**src/rtl/cpu_pkg.sv**
```systemverilog
// cpu_pkg: ALU op codes, RISC-V opcode/funct constants and control FSM types
package cpu_pkg;
   localparam logic [2:0] ALU_ADD = 3'b000;
   localparam logic [2:0] ALU_SUB = 3'b001;
   localparam logic [2:0] ALU_AND = 3'b010;
   localparam logic [2:0] ALU_OR  = 3'b011;
   localparam logic [2:0] ALU_XOR = 3'b100;

   localparam logic [6:0] OP_R  = 7'b0110011;
   localparam logic [6:0] OP_I  = 7'b0010011;
   localparam logic [6:0] OP_LW = 7'b0000011;
   localparam logic [6:0] OP_SW = 7'b0100011;
   localparam logic [6:0] OP_BR = 7'b1100011;

   localparam logic [6:0] F7_BASE = 7'b0000000;
   localparam logic [6:0] F7_ALT  = 7'b0100000;

   localparam logic [2:0] F3_ADD = 3'b000;
   localparam logic [2:0] F3_XOR = 3'b100;
   localparam logic [2:0] F3_OR  = 3'b110;
   localparam logic [2:0] F3_AND = 3'b111;
   localparam logic [2:0] F3_W   = 3'b010;
   localparam logic [2:0] F3_BEQ = 3'b000;
   localparam logic [2:0] F3_BNE = 3'b001;

   typedef enum logic [2:0] {S_FETCH, S_DECODE, S_EXECUTE, S_MEM, S_WB} state_e;
   typedef enum logic [2:0] {C_ALU, C_LW, C_SW, C_BR, C_ILL} cls_e;

   // only the fields the decoder needs are kept in the instruction register
   typedef struct packed {
      logic [6:0] f7;
      logic [2:0] f3;
      logic [6:0] op;
   } ir_t;

   function automatic logic f3_ok(input logic [2:0] f3);
      return f3 == F3_ADD || f3 == F3_AND || f3 == F3_OR || f3 == F3_XOR;
   endfunction

   function automatic logic [2:0] f3_alu(input logic [2:0] f3);
      return f3 == F3_AND ? ALU_AND : f3 == F3_OR ? ALU_OR : f3 == F3_XOR ? ALU_XOR : ALU_ADD;
   endfunction
endpackage

```
**src/rtl/alu_decoder.sv**
```systemverilog
// alu_decoder: opcode/funct3/funct7 to ALU op, operand select and instruction class
module alu_decoder
   import cpu_pkg::*;
(
   input  logic [6:0] opcode,
   input  logic [2:0] funct3,
   input  logic [6:0] funct7,
   output logic [2:0] alu_ctrl,
   output logic       alu_src_imm,
   output logic       illegal_dec,
   output cls_e       cls
);
   always_comb begin
      alu_ctrl = ALU_ADD;
      alu_src_imm = 1'b0;
      cls = C_ILL;
      case (opcode)
         OP_R: begin
            if (funct7 == F7_ALT && funct3 == F3_ADD) begin
               cls = C_ALU;
               alu_ctrl = ALU_SUB;
            end else if (funct7 == F7_BASE && f3_ok(funct3)) begin
               cls = C_ALU;
               alu_ctrl = f3_alu(funct3);
            end
         end
         OP_I: begin
            if (f3_ok(funct3)) begin
               cls = C_ALU;
               alu_ctrl = f3_alu(funct3);
               alu_src_imm = 1'b1;
            end
         end
         OP_LW: begin
            if (funct3 == F3_W) begin
               cls = C_LW;
               alu_src_imm = 1'b1;
            end
         end
         OP_SW: begin
            if (funct3 == F3_W) begin
               cls = C_SW;
               alu_src_imm = 1'b1;
            end
         end
         OP_BR: begin
            if (funct3 == F3_BEQ || funct3 == F3_BNE) begin
               cls = C_BR;
               alu_ctrl = ALU_SUB;
            end
         end
         default: ;
      endcase
   end

   assign illegal_dec = cls == C_ILL;
endmodule

```
**src/rtl/control_unit.sv**
```systemverilog
// control_unit: multi-cycle FETCH/DECODE/EXECUTE/MEM/WB sequencer for the ALU datapath
module control_unit
   import cpu_pkg::*;
#(
   parameter int CNT_W = 32
) (
   input  logic             clk,
   input  logic             rst_n,
   input  logic             instr_valid,
   input  logic [31:0]      instr,
   output logic             instr_ready,
   input  logic             zero,
   input  logic             mem_ready,
   output logic [2:0]       alu_ctrl,
   output logic             alu_src_imm,
   output logic             mem_read,
   output logic             mem_write,
   output logic             reg_write,
   output logic             pc_write,
   output logic             pc_src,
   output logic             illegal,
   output logic [CNT_W-1:0] retired_cnt
);
   state_e     state;
   ir_t        ir;
   cls_e       cls;
   logic [2:0] dec_alu;
   logic       dec_imm;
   logic       dec_ill;
   logic       pc_wr_q;
   logic       unused_fields;

   assign unused_fields = ^{instr[24:15], instr[11:7]};

   alu_decoder u_dec (
      .opcode(ir.op),
      .funct3(ir.f3),
      .funct7(ir.f7),
      .alu_ctrl(dec_alu),
      .alu_src_imm(dec_imm),
      .illegal_dec(dec_ill),
      .cls(cls)
   );

   assign alu_ctrl = state == S_FETCH ? ALU_ADD : dec_alu;
   assign alu_src_imm = state != S_FETCH && dec_imm;
   // a store retires in the very cycle memory acknowledges it
   assign pc_write = pc_wr_q || (state == S_MEM && cls == C_SW && mem_ready);
   assign pc_src = state == S_EXECUTE && cls == C_BR && (zero ^ (ir.f3 == F3_BNE));

   always_ff @(posedge clk or negedge rst_n) begin
      if (!rst_n) begin
         state <= S_FETCH;
         ir <= '0;
         instr_ready <= 1'b1;
         mem_read <= 1'b0;
         mem_write <= 1'b0;
         reg_write <= 1'b0;
         pc_wr_q <= 1'b0;
         illegal <= 1'b0;
         retired_cnt <= '0;
      end else begin
         reg_write <= 1'b0;
         pc_wr_q <= 1'b0;
         illegal <= 1'b0;
         if (pc_write) retired_cnt <= retired_cnt + CNT_W'(1);
         case (state)
            S_FETCH: begin
               if (instr_valid) begin
                  ir <= '{f7: instr[31:25], f3: instr[14:12], op: instr[6:0]};
                  instr_ready <= 1'b0;
                  state <= S_DECODE;
               end
            end
            S_DECODE: begin
               state <= S_EXECUTE;
               pc_wr_q <= cls == C_BR || dec_ill;
               illegal <= dec_ill;
            end
            S_EXECUTE: begin
               if (cls == C_ALU) begin
                  state <= S_WB;
                  reg_write <= 1'b1;
                  pc_wr_q <= 1'b1;
               end else if (cls == C_LW) begin
                  state <= S_MEM;
                  mem_read <= 1'b1;
               end else if (cls == C_SW) begin
                  state <= S_MEM;
                  mem_write <= 1'b1;
               end else begin
                  state <= S_FETCH;
                  instr_ready <= 1'b1;
               end
            end
            S_MEM: begin
               if (mem_ready) begin
                  mem_read <= 1'b0;
                  mem_write <= 1'b0;
                  if (cls == C_LW) begin
                     state <= S_WB;
                     reg_write <= 1'b1;
                     pc_wr_q <= 1'b1;
                  end else begin
                     state <= S_FETCH;
                     instr_ready <= 1'b1;
                  end
               end
            end
            default: begin
               state <= S_FETCH;
               instr_ready <= 1'b1;
            end
         endcase
      end
   end
endmodule

```
**config.mk**
```make
export PLATFORM = sky130hd
export DESIGN_NAME = control_unit
export DESIGN_NICKNAME = d
export VERILOG_FILES = /design/src/rtl/cpu_pkg.sv /design/src/rtl/alu_decoder.sv /design/src/rtl/control_unit.sv
export SDC_FILE = /design/constraint.sdc
export NUM_CORES = 1
export LEC_CHECK = 0
export BUFFER_PORTS_ARGS = -buffer_cell sky130_fd_sc_hd__buf_2
export CORE_UTILIZATION = 30
export CTS_CLUSTER_DIAMETER = 100
export CTS_CLUSTER_SIZE = 25
export DETAILED_ROUTE_END_ITERATION = 8
export PLACE_DENSITY = 0.53
export SETUP_SLACK_MARGIN = 0.05
export SYNTH_ARGS = -nofsm -noshare
export SYNTH_HDL_FRONTEND = slang
export SYNTH_HIERARCHICAL = 1
export SYNTH_SLANG_ARGS = --single-unit
```
**constraint.sdc**
```tcl
create_clock -name clk -period 3.7 [get_ports clk]
set_clock_uncertainty 0.2 [all_clocks]
set_input_delay 0.74 -clock clk [delete_from_list [all_inputs] [get_ports clk]]
set_output_delay 0.74 -clock clk [all_outputs]
set_load 0.005 [all_outputs]
```
### After elaboration in Yosys (flattened, before gate mapping)

Cells that the tools add are included.

* $add $sub $neg: 1
* multipliers: 0
* div/mod/pow operators: 0
* $lt $le $gt $ge: 0
* equality and inequality tests: 26
* shift operators: 0
* multiplexer cells: 47
* bitwise operators: 2
* reductions and logical operators: 25

Operators by type and width (number)
* two-way mux 3 bit: 17
* adder 32 x 1 -> 32 bit, second input constant: 1
* == test 7 x 6 -> 1 bit, second input constant: 3
* two-way mux 1 bit: 19
* == test 3 x 2 -> 1 bit, second input constant: 5
* case mux 3 bit (5 select lines): 1
* == test 3 bit, second input constant: 4
* inequality test 2 bit, second input constant: 6
* case mux 3 bit (4 select lines): 1
* == test 3 x 1 -> 1 bit, second input constant: 3
* zero test 3 bit: 3
* case mux 3 bit (3 select lines): 1
* case mux 1 bit (2 select lines): 4
* == test 7 x 2 -> 1 bit, second input constant: 1
* == test 7 x 5 -> 1 bit, second input constant: 1
* == test 7 bit, second input constant: 1
* logical AND 1 bit: 7
* zero test 7 bit: 1
* AND reduction 7 bit: 1
* logical OR 1 bit: 6
* AND reduction 5 bit: 1
* two-way mux 2 bit: 2
* inequality test 2 x 1 -> 1 bit, second input constant: 2
* case mux 1 bit (4 select lines): 1
* other kinds (8): 9

* flip-flop bits (word level): 58
* bits in latches: 0
* bits in writable memories: 0
* bits in read-only memories: 0
* input bits: 37
* word-level logic and storage cells: 112
* memories: 0

### Longest topological paths before layout

Gate-level depths: netlist of run 1.

* depth after elaboration: 13
* depth in mapped cells: 11

### Modules after synthesis

The synthesis of run 1 kept the hierarchy.

Modules (own cells, without submodules)
* control_unit: instances 1, cells an instance 238, area each 2736.4 um^2, sequential area each 1452.6 um^2
* alu_decoder: instances 1, cells an instance 38, area each 266.5 um^2, sequential area each 0.0 um^2

### Worst setup path before layout of run 1

Ideal clock, no wire load.

* kind: register -> output
* start: reg ir[11] (netlist name)
* end: out pc_write
* arrival: 2.196 ns
* required time: 2.760 ns
* setup slack: 0.564 ns
* stages on the path, launching flop included: 9
* buffers on the path: 1
* path through: dfrtp_1 -> or4_4 -> nor3_1 -> o2111a_1 -> o211ai_1 -> clkbuf_1 -> nor3b_1 -> a21oi_2 -> inv_1

* word-level cells in the longest chain between the ends: 9

Ends and longest elaborated chain
* start: declaration: RTL line control_unit.sv:25 `ir_t ir;`
* start signal: assignment: RTL line control_unit.sv:70 `ir <= '{f7: instr[31:25], f3: instr[14:12], op: instr[6:0]};`
* zero test 7 bit: RTL line alu_decoder.sv:22 `end else if (funct7 == F7_BASE && f3_ok(funct3)) begin`
* logical AND 1 bit: RTL line alu_decoder.sv:22
* two-way mux 3 bit: RTL line alu_decoder.sv:22
* two-way mux 3 bit *: RTL line alu_decoder.sv:19 `if (funct7 == F7_ALT && funct3 == F3_ADD) begin`
* case mux 3 bit (5 select lines) *: RTL line alu_decoder.sv:17 `case (opcode)`
* via cls[2]: RTL line control_unit.sv:26 `cls_e cls;`
* == test 3 x 2 -> 1 bit *: RTL line control_unit.sv:48 `assign pc_write = pc_wr_q || (state == S_MEM && cls == C_SW && mem_ready);`
* logical AND 1 bit * (2 in series): RTL line control_unit.sv:48
* logical OR 1 bit *: RTL line control_unit.sv:48
* end: declaration: RTL line control_unit.sv:19 `output logic pc_write,`

Mark *: on every way through the listed nets, which the timed path passes. The rest lies on a longest branch.

### Final worst setup path of run 1

* start: reg ir[11] (netlist name)
* end: out pc_src

* word-level cells in the longest chain between the ends: 8

Ends and longest elaborated chain
* zero test 7 bit: RTL line alu_decoder.sv:22
* logical AND 1 bit: RTL line alu_decoder.sv:22
* two-way mux 3 bit: RTL line alu_decoder.sv:22
* two-way mux 3 bit *: RTL line alu_decoder.sv:19
* case mux 3 bit (5 select lines) *: RTL line alu_decoder.sv:17
* via cls[2]: RTL line control_unit.sv:26
* == test 3 x 2 -> 1 bit *: RTL line control_unit.sv:49 `assign pc_src = state == S_EXECUTE && cls == C_BR && (zero ^ (ir.f3 == F3_BNE));`
* logical AND 1 bit * (2 in series): RTL line control_unit.sv:49
* end: declaration: RTL line control_unit.sv:20 `output logic pc_src,`

Marked as above.

==> metrics.txt, run 1 <==
max frequency=0.286 GHz; max_cap viols=0; Crit. End Element=output pin; Die W=102 um; Post-Synthesis Cells=276; Avg Cell Area, Syn=10.9 um^2; Clock transition at path regs=70 ps; Starting Density=0.309; Ys Warns=6; worst hold path class=flip-flop to flip-flop; number of fill cells in the layout=1014; final antenna-violating net count=0; Die Y=102 um; Cell Area, Synth=3000 um^2; max-slew violations=0; sequential share of the synthesized area=0.484; root buffer cell=clkbuf_8; fraction of registers with async set or reset after synthesis=1.00; first-pass GRT wire length=11200 um; max reg flops=32; Main synth FF type=dfrtp_1; pwr dens=602 nW/um^2; outcome=complete, but fails checks; end-of-flow core utilization=0.383; pin slew with the least headroom to its limit=914 ps; biggest registers after layout=retired_cnt x32, ir x17, state x3; initial DRC count=66; maximum vdd drop=347 uV; global router's overall resource usage=0.141; HPWL Detailed=4890 um; Num CTS Buffers=9; GP Congestion=0.751; initial antenna violation count=0; Final Routed Wirelength=6770 um; failing checks=design-rule violations; TNS Setup=0 ps; CP required=2760 ps; Hold Vio Cnt, Final=0; clk sinks=58; n_diodes=0; Leakage=1.81 nW; Startpoint Class=flip-flop; # rows=36; Tmin final=3490 ps; Routed WL per cell=14.0 um; layout cell share with drive strength beyond 1=0.365; number of synthesized register bits=58; Post-synth EDFFs=0; die area=10400 um^2; Max clock buf depth=2; CTS tree=built; most common cell after layout, fill and taps aside=buf_2; Post-route DRC=1; Core Area=9730 um^2; critical path class=flip-flop to output pin; input/output buffers=64; critical path arrival=2550 ps; peak fanout along the critical path=6; GR Overflow Total=0; Max-slew headroom=0.390; I/O Pins=80; Final setup viols=0; NumNets Final=384; most frequent cells in the layout=buf_2, dfrtp_1, xor2_1; Final period util=0.943; largest net degree at the start of global routing=42; Via density=4.76; drt pass-1 iters=6; vias=2303; H-tree depth=3; worst skew pair latency=330 ps; post-synth cell types=55; RSZ-0062 raised after global routing=yes; P&R area growth vs syn=24.2%; Biggest register=retired_cnt; vias in the first global route=2287; syn_nets=314
-- timing repair --
item / 4_1_cts / 5_1_grt
setup buffers: 0 / 0
resized for setup: 0 / 3
setup endpoints to repair: 0 / 2
hold buffers: 0 / 0
-- kinds of logic after synthesis --
family	synth area share
AOI/OAI and AO/OA	0.0646
xor gates and xnor gates	0.0962
adders and majority gates	0.00417
buffers and inverters	0.0254
DFF	0.484
muxes	0.0671
and+or+nand+nor	0.259
-- where the power goes --
| part | internal, mW | switching, mW | total, mW |
|---|---|---|---|
| Combinational | 0.309 | 0.300 | 0.609 |
| Clock | 0.384 | 0.252 | 0.637 |
| Sequential | 0.794 | 0.203 | 0.997 |
| Total | 1.49 | 0.755 | 2.24 |
-- path summary, 6_finish.rpt --
path | start | to | slack (ps) | cells past startpoint
setup / recovery | ir[11] | pc_src | 210 | 7
hold / removal | retired_cnt[31] | retired_cnt[31] | 280 | 1
setup reg to reg | ir[11] | retired_cnt[22] | 640 | 9
hold reg to reg | retired_cnt[31] | retired_cnt[31] | 280 | 1
max in group asynchronous | rst_n | instr_ready | 2200 | 2
min in group asynchronous | rst_n | retired_cnt[12] | 340 | 1
-- metal layers --
metal  up-vias  global-route usage  part of all wire
met2        54               0.230              0.48
met3         6              0.0472             0.044
met4         0              0.0396            0.0096
li1       1138                   -                 -
met5         -                   0                 0
met1      1105               0.180              0.47
-- layout make-up --
class	instances	area [um^2]	share of cell area
clock buffer	13	179	0.0480
clock inverter	3	45.0	0.0121
tap	133	166	0.0446
multi-input combinational	201	1490	0.400
timing repair buffer	72	380	0.102
sequential	58	1450	0.390
inverter	4	15.0	0.00403
-- Yosys cell counts, types with 2 or more instances --
cell      number  share of area
nor4b_1        3         0.0088
nand2_1       21          0.026
nor4_2         3          0.013
or4_4          2         0.0075
inv_1          4         0.0050
nor2b_1        7          0.015
and4_1         4          0.012
nand3_1       11          0.018
xor2_1        23          0.067
clkbuf_1       7         0.0088
nand2b_1       2         0.0042
o21ai_0        2         0.0033
dfrtp_1       57           0.48
mux2_2        17          0.064
nor2_1        19          0.024
nor3_1        10          0.017
a21oi_1        6          0.010
and3_1         5          0.010
nor4_1         8          0.017
a31oi_1        2         0.0042
xnor2_1       10          0.029
nand4_1       11          0.023
buf_2          4         0.0067
and2_1         2         0.0042
o211ai_1       2         0.0050
nor3b_1        5          0.013
-- per-stage QoR --
| stage | setup WS, ps | hold slack [ps] | total power [mW] | cells | cell area (um^2) |
|---|---|---|---|---|---|
| 3_5_place_dp | 447 | 280 | 1.62 | 468 | 3490 |
| 6_report | 209 | 276 | 2.24 | 484 | 3730 |
| 4_1_cts | 51.1 | 291 | 2.28 | 484 | 3710 |
| 5_1_grt | 32.8 | 308 | 2.41 | 484 | 3730 |
| 3_3_place_gp | 448 | 253 | 1.60 | 468 | 3490 |
| 2_1_floorplan | 564 | 244 | 1.40 | 276 | 3000 |
-- worst max-delay path: stages, from the launching register on --
cell and delay (ps):
dfrtp_1 380, or4_4 570, nor3_2 180, o2111a_1 240, o211ai_1 180, buf_4 210, nor4_2 290, buf_2 160
Note: power is estimated with default switching activity, not from simulation.
==> run 2, diff against run 1 <==
CORE_UTILIZATION = 45   (was 30)
PLACE_DENSITY = 0.73   (was 0.53)
==> metrics.txt, run 2 (synthesis gave the netlist of run 1 again) <==
outcome=completed; clk sinks=58 (unchanged); Comb pwr share=0.275 (+0.003); first-pass GRT wire length=10600 um (-5.6%); biggest registers after layout=retired_cnt x32, ir x17, state x3; Num CTS Buffers=9 (unchanged); Routed WL per cell=14.8 um (+6.0%); Tmin final=3430 ps (-56.4 ps); GR peak layer=met2; max reg flops=32 (unchanged); Core Area=6390 um^2 (-34%); pwr dens=601 nW/um^2 (about the same); layout cell share with drive strength beyond 1=0.359 (-0.00570); final antenna-violating net count=0 (unchanged); worst hold path class=primary input to async pin; Post-route DRC=0 (-1); Clock transition at path regs=70 ps (about the same); clock network fraction of design power=0.268 (-0.016); vias=2358 (+2.4%); GP Congestion=0.793 (+5.6%); GR Overflow Total=0 (unchanged); initial antenna violation count=0 (unchanged); Final setup viols=0 (unchanged); Via density=5.51 (+16%); max-slew violations=0 (unchanged); drt pass-1 iters=4 (-2); number of fill cells in the layout=574 (-43%); most frequent cells in the layout=buf_2, dfrtp_1, xor2_1; root buffer cell=clkbuf_8; critical path class=flip-flop to output pin; pin slew with the least headroom to its limit=559 ps (-355 ps); met1 Usage GRT=0.265 (+0.0854); maximum vdd drop=394 uV (+14%); Biggest register=retired_cnt; Power Internal=1.43 mW (-4.1%); switching power=751 uW (-0.51%); Die W=83.7 um (-18%); # rows=29 (-19%); Crit. End Element=output pin; worst skew pair latency=340 ps (about the same); peak fanout along the critical path=7 (+1); Leakage=1.80 nW (-0.68%); global router's overall resource usage=0.191 (+0.0499); Setup WS pre-CTS=357 ps (-90.4 ps); Non-Filler Instances=428 (-12%); Inst Count DP=411 (-12%); CP required=2760 ps (about the same); I/O Pins=80 (unchanged); largest net degree at the start of global routing=34 (-19%); Die Y=83.7 um (-18%); Sw Ratio=0.345 (+0.00816); Hold Vio Cnt, Final=0 (unchanged); H-tree depth=3 (unchanged); vias in the first global route=2176 (-4.9%); CTS tree=built; GR Util met2=0.281 (+0.0511); slack of the critical path=266 ps (+56.4 ps); critical path arrival=2490 ps (-60 ps); Max-slew headroom=0.627 (+0.237); die area=7000 um^2 (-33%); Final Routed Wirelength=6350 um (-6.3%); initial DRC count=116 (+76%); TNS Setup=0 ps (unchanged); Starting Density=0.470 (+0.162); P&R area growth vs syn=20.7%; input/output buffers=64 (unchanged); Max clock buf depth=2 (unchanged); NumNets Final=384 (unchanged); cts hold-fix bufs=0 (unchanged); HPWL Detailed=4520 um (-7.7%); Sequential Power Share=0.457 (+0.012); met3 Track Usage GR=0.0415 (-0.00565); n_diodes=0 (unchanged); most common cell after layout, fill and taps aside=buf_2; RSZ-0062 raised after global routing=no; Final period util=0.928 (-0.0153); max frequency=0.291 GHz (+1.6%); Startpoint Class=flip-flop; max_cap viols=0 (unchanged)
## run 2: routing by layer
layer  up-vias  wire length (um)
li1       1136                 -
met1      1156              2970
met2        56              2980
met3        10               238
met4         0               149
met5         -                 0
## run 2: final cells by class
type | instances | area (um^2) | area share
Clock buffer | 12 | 145 | 0.0400
Timing Repair Buffer | 72 | 380 | 0.105
Inverter | 4 | 15.0 | 0.00414
Clock inverter | 4 | 51.3 | 0.0142
Sequential cell | 58 | 1450 | 0.401
Multi-Input combinational cell | 201 | 1480 | 0.409
Tap cell | 77 | 96.3 | 0.0266
## run 2: worst max-delay path: stages, from the launching register on
cell      delay [ps]
dfrtp_1          380
or4_4            560
nor3_2           170
o2111a_1         250
o211ai_1         140
buf_4            200
nor4_1           290
buf_2            160
## run 2: timing repair
item	in CTS	in global routing
setup endpoints to repair	1	2
pin swaps	0	1
setup buffers	0	1
resized for setup	1	2
## run 2: stage by stage
| step | hold slack [ps] | power, mW | instance area, um^2 | util |
|---|---|---|---|---|
| after floorplan | 244 | 1.40 | 3000 | - |
| after global routing | 222 | 2.32 | 3620 | 0.568 |
| after detailed placement | 255 | 1.60 | 3410 | 0.534 |
| after global placement | 250 | 1.58 | 3410 | 0.534 |
| after CTS | 180 | 2.20 | 3610 | 0.566 |
| final | 177 | 2.18 | 3620 | 0.568 |
## run 2: path summary, 6_finish.rpt
| check | from | depth (start not counted) | slack, ps | to |
|---|---|---|---|---|
| max | ir[11] | 7 | 270 | pc_src |
| min | rst_n | 1 | 180 | retired_cnt[8] |
| max reg2reg | ir[11] | 10 | 510 | retired_cnt[30] |
| min reg2reg | retired_cnt[31] | 1 | 270 | retired_cnt[31] |
| max in group asynchronous | rst_n | 2 | 2280 | reg_write |
| min in group clk | retired_cnt[31] | 1 | 270 | retired_cnt[31] |
## run 2: power by group through the flow
| stage | sequential [mW] | combinational [mW] | clock [mW] |
|---|---|---|---|
| after CTS | 0.993 | 0.600 | 0.603 |
| after global routing | 1.03 | 0.667 | 0.629 |
| after global placement | 0.995 | 0.581 | 0 |
| after detailed placement | 1.00 | 0.597 | 0 |
| final | 0.996 | 0.599 | 0.584 |
| after floorplan | 0.929 | 0.471 | 0 |
